$ cat src/rtl/pipe_hazard_ctrl.sv
// Pipeline sequencer: stage enables/flushes for load-use, branch and memory-wait hazards,
// plus a debug halt/step sequencer and a saturating stall counter. Optional macro: STEP_EN.
module pipe_hazard_ctrl #(
  parameter int REG_W = 5,
  parameter int CNT_W = 16
) (
  input  logic             clk,
  input  logic             rst,
  input  logic [REG_W-1:0] id_rs,
  input  logic [REG_W-1:0] id_rt,
  input  logic [REG_W-1:0] ex_rt,
  input  logic             ex_memtoreg,
  input  logic             ex_branch_taken,
  input  logic             mem_busy,
  input  logic             halt_req,
  input  logic             step_req,
  input  logic             resume,
  input  logic             cnt_clr,
  output logic             pc_ena,
  output logic             if_id_ena,
  output logic             id_ex_ena,
  output logic             ex_mem_ena,
  output logic             mem_wb_ena,
  output logic             ctrl_ena,
  output logic             if_id_flush,
  output logic             id_ex_flush,
  output logic             halted,
  output logic [CNT_W-1:0] stall_count
);

`ifdef STEP_EN
  typedef enum logic [1:0] {RUN = 2'd0, HALT = 2'd1, STEP = 2'd2} state_t;
`else
  typedef enum logic [1:0] {RUN = 2'd0, HALT = 2'd1} state_t;
  logic unused_step;
  assign unused_step = step_req;
`endif

  state_t state, state_nxt;
  logic   halt_pend, halt_pend_nxt;
  logic   lu, frz;

  assign lu  = ex_memtoreg & (ex_rt != '0) & ((ex_rt == id_rs) | (ex_rt == id_rt));
  assign frz = mem_busy;

  // Priority decode: memory freeze, then branch flush, then load-use bubble.
  always_comb begin
    pc_ena      = 1'b0;
    if_id_ena   = 1'b0;
    id_ex_ena   = 1'b0;
    ex_mem_ena  = 1'b0;
    mem_wb_ena  = 1'b0;
    if_id_flush = 1'b0;
    id_ex_flush = 1'b0;
    if (!rst && state != HALT) begin
      if (frz) begin
        pc_ena = 1'b0;
      end else if (ex_branch_taken) begin
        pc_ena      = 1'b1;
        if_id_ena   = 1'b1;
        id_ex_ena   = 1'b1;
        ex_mem_ena  = 1'b1;
        mem_wb_ena  = 1'b1;
        if_id_flush = 1'b1;
        id_ex_flush = 1'b1;
      end else if (lu) begin
        id_ex_ena   = 1'b1;
        ex_mem_ena  = 1'b1;
        mem_wb_ena  = 1'b1;
        id_ex_flush = 1'b1;
      end else begin
        pc_ena     = 1'b1;
        if_id_ena  = 1'b1;
        id_ex_ena  = 1'b1;
        ex_mem_ena = 1'b1;
        mem_wb_ena = 1'b1;
      end
    end
  end

  assign ctrl_ena = id_ex_ena;
  assign halted   = (state == HALT);

  always_comb begin
    state_nxt     = state;
    halt_pend_nxt = halt_pend;
    case (state)
      RUN: begin
        if ((halt_pend | halt_req) & !frz) begin
          state_nxt     = HALT;
          halt_pend_nxt = 1'b0;
        end else if (halt_req) begin
          halt_pend_nxt = 1'b1;
        end
      end
      HALT: begin
        halt_pend_nxt = 1'b0;
        if (resume) begin
          state_nxt = RUN;
`ifdef STEP_EN
        end else if (step_req) begin
          state_nxt = STEP;
`endif
        end
      end
`ifdef STEP_EN
      STEP: begin
        halt_pend_nxt = 1'b0;
        if (!frz) state_nxt = HALT;
      end
`endif
      default: begin
        state_nxt     = RUN;
        halt_pend_nxt = 1'b0;
      end
    endcase
  end

  always_ff @(posedge clk or posedge rst) begin
    if (rst) begin
      state     <= RUN;
      halt_pend <= 1'b0;
    end else begin
      state     <= state_nxt;
      halt_pend <= halt_pend_nxt;
    end
  end

  // Lost cycles are those where the PC did not advance outside of a debug halt.
  always_ff @(posedge clk or posedge rst) begin
    if (rst) begin
      stall_count <= '0;
    end else if (cnt_clr) begin
      stall_count <= '0;
    end else if (state != HALT && !pc_ena && stall_count != '1) begin
      stall_count <= stall_count + CNT_W'(1);
    end
  end

endmodule

$ cat config.mk
export PLATFORM = sky130hd
export DESIGN_NAME = pipe_hazard_ctrl
export DESIGN_NICKNAME = d
export VERILOG_FILES = /design/src/rtl/pipe_hazard_ctrl.sv
export SDC_FILE = /design/constraint.sdc
export NUM_CORES = 1
export LEC_CHECK = 0
export BUFFER_PORTS_ARGS = -buffer_cell sky130_fd_sc_hd__buf_2
export CAP_MARGIN = 20
export CORE_UTILIZATION = 47
export CTS_BUF_LIST = sky130_fd_sc_hd__clkbuf_16
export CTS_CLUSTER_DIAMETER = 200
export DETAILED_ROUTE_END_ITERATION = 7
export GPL_TIMING_DRIVEN = 0
export PLACE_DENSITY_LB_ADDON = 0.3
export SLEW_MARGIN = 5
export SYNTH_ARGS = -nofsm -noshare
export SYNTH_HDL_FRONTEND = slang
export SYNTH_SLANG_ARGS = --single-unit
$ cat constraint.sdc
create_clock -name clk -period 2.19 [get_ports clk]
set_clock_uncertainty 0.05 [all_clocks]
set_input_delay 0.219 -clock clk [delete_from_list [all_inputs] [get_ports clk]]
set_output_delay 0.219 -clock clk [all_outputs]
set_load 0.02 [all_outputs]
==> impl_metrics.json <==
{
  "status": "finished clean",
  "totalWireLength_um": 3030,
  "avgSynthCellArea_um2": 8.71,
  "dp_hpwl_um": 2120,
  "avgViaCountPerCell": 5.74,
  "slew_violations": 0,
  "cap_violations": 0,
  "overflow": 0,
  "boundaryPins": 49,
  "grt_setup_unrepaired": "yes",
  "grt_use_total": 0.247,
  "areaGrowthSynthToFinish_pct": 40.1,
  "tightest_slew_ns": 0.706,
  "setup_viol": 0,
  "syn-num-nets": 155,
  "yosys_warnings": 0,
  "ctsRootBufferMaster": "clkbuf_16",
  "grt_pass1_vias": 1125,
  "worst_r2r_path_depth": 8,
  "fp.dieW_um": 51.1,
  "hold_viol_final": 0,
  "power_leakage_nw": 0.735,
  "diodes": 0,
  "clkTransAtPathRegs_ns": 0.05,
  "slew_headroom": 0.529,
  "syn_inst": 130,
  "power_density_nw_per_um2": 706,
  "drive_gt1_frac": 0.391,
  "clk_latency_ns": 0.25,
  "dr_total_vias": 1217,
  "drt_iter0_drc": 28,
  "place_congestion": 0.848,
  "peakVddDrop_mv": 0.522,
  "start_util": 0.507,
  "rows": 17,
  "crit_type": "flip-flop to flip-flop",
  "layout.nets": 210,
  "grt_max_degree": 19,
  "max_clock_freq_mhz": 466,
  "ys_seq_elements": 18,
  "setup_slack_ns": 0.0430,
  "post-place-cells": 204,
  "synth_seq_area_share": 0.398,
  "core_um2": 2230,
  "hold_class": "primary input to async pin",
  "drc_errors": 0,
  "numPortBuffers": 46,
  "cts_hold_buf": 0,
  "tritoncts": "done",
  "reg2reg_slack_ns": 0.04,
  "numCtsBuffers": 3,
  "startpoint_type": "flip-flop",
  "worstPathArrival_ns": 2.27,
  "fin_crit_sh": 0.980,
  "synth_area_um2": 1130,
  "clock-sinks": 18,
  "path_max_fanout": 10,
  "yosysUniqueCellTypes": 33,
  "end_kind": "flip-flop",
  "dieArea_um2": 2610,
  "cp.required_ns": 2.31,
  "clock_path_buffers": 2,
  "htreeDepth": 1,
  "antenna_left": 0,
  "firstDrtPassIters": 4,
  "grt_first_pass_wirelength_um": 4750,
  "final_cell_count_no_fill": 212,
  "wire_per_inst_um": 14.3,
  "r2r_start": "stall_count[0]$_DFFE_PP0P_",
  "fin_crit_ns": 2.15,
  "tns_ns": 0,
  "place_ws_ns": -0.127,
  "crit_path_start": "stall_count[0]$_DFFE_PP0P_",
  "die_y_um": 51.1,
  "antenna_found_initial": 0
}
## flip-flops by register name, summed over array words and instances (netlist names)
register     cells
stall_count     16
halt_pend        1
state            1
## power breakdown
| part | switching (mW) | leakage [nW] | internal [mW] |
|---|---|---|---|
| registers | 0.0316 | 0.244 | 0.354 |
| clock network | 0.125 | 0.0385 | 0.243 |
| logic | 0.196 | 0.453 | 0.171 |
| total | 0.353 | 0.735 | 0.768 |
## metal layers
metal / global-route usage / vias up / wire length [µm]
met2: 0.458 / 41 / 1620
met1: 0.271 / 583 / 1230
met4: 0.125 / 0 / 66
met5: 0 / - / 0
li1: - / 586 / -
met3: 0.0298 / 7 / 113
## per-stage QoR
stage | instance area (µm²) | hold WS [ns] | power (mW) | utilization
after global routing | 1590 | 0.0889 | 1.16 | 0.710
after floorplan | 1140 | 0.108 | 0.588 | -
after CTS | 1510 | 0.0719 | 1.07 | 0.677
after detailed placement | 1400 | 0.330 | 0.686 | 0.628
after global placement | 1400 | 0.316 | 0.677 | 0.628
final | 1590 | 0.0469 | 1.12 | 0.710
## layout by cell type, fill, tap and decap left out, drive strengths merged, types with 6 or more instances in the layout
master	n
dfrtp	18
nand2	6
nor2	8
or3	10
o21ai	11
nand3	9
buf	57
xnor2	10
a21oi	16
## area by class of cell
class                   instances  area (µm²)
plain buffers                   9        75.1
clock buffers                   3        75.1
clock inverters                 1        3.75
fillers                       192         647
inverters                       4        15.0
multi-input cells              99         652
flip-flops and latches         18         453
well taps                      28        35.0
repair buffers                 50         278
## kinds of logic after synthesis
| family | after synthesis | share of synthesized area |
|---|---|---|
| AOI/OAI and AO/OA | 34 | 0.171 |
| adders and majority gates | 1 | 0.0110 |
| DFF | 18 | 0.398 |
| and+or+nand+nor | 52 | 0.253 |
| muxes | 1 | 0.00884 |
| buffers and inverters | 13 | 0.0729 |
| xor gates and xnor gates | 11 | 0.0851 |
## critical path, stage by stage, from the launching register on
cell and delay (ns):
dfrtp_1 0.42, ha_2 0.23, nand3_4 0.11, nor4_4 0.05
nor4_2 0.31, a21oi_2 0.15, buf_6 0.17, or4_1 0.41
a21oi_1 0.16
## timing repair
action | in CTS | in global routing
endpoints found under the setup margin | 15 | 15
hold endpoints to repair | 0 | 0
buffers inserted | 1 | 2
gates resized for setup | 6 | 9
pin swaps | 2 | 5
cloned | 0 | 1
## Yosys cell counts, drive strengths merged
library cell,n,share of area
dfrtp,18,0.40
a21oi,16,0.074
o21ai,11,0.052
or3,10,0.055
xnor2,10,0.077
nand3,9,0.040
nor2,8,0.027
buf,7,0.053
nand2,6,0.020
or4,5,0.033
inv,4,0.013
nand4,4,0.022
o31ai,4,0.027
and3,2,0.011
clkbuf,2,0.0066
nor3,2,0.0088
nor4,2,0.011
a21boi,1,0.0066
and2,1,0.0055
and4,1,0.0077
ha,1,0.011
mux2i,1,0.0088
nor2b,1,0.0055
nor3b,1,0.0066
o21a,1,0.0066
o22ai,1,0.0055
xor2,1,0.0077
## final timing paths
kind	to
min in group clk	state[0]$_DFFE_PP0P_
min reg2reg	stall_count[15]$_DFFE_PP0P_
max	stall_count[14]$_DFFE_PP0P_
max reg2reg	stall_count[14]$_DFFE_PP0P_
min	stall_count[10]$_DFFE_PP0P_
max in group asynchronous	stall_count[6]$_DFFE_PP0P_
(Power assumes the default switching activity.)
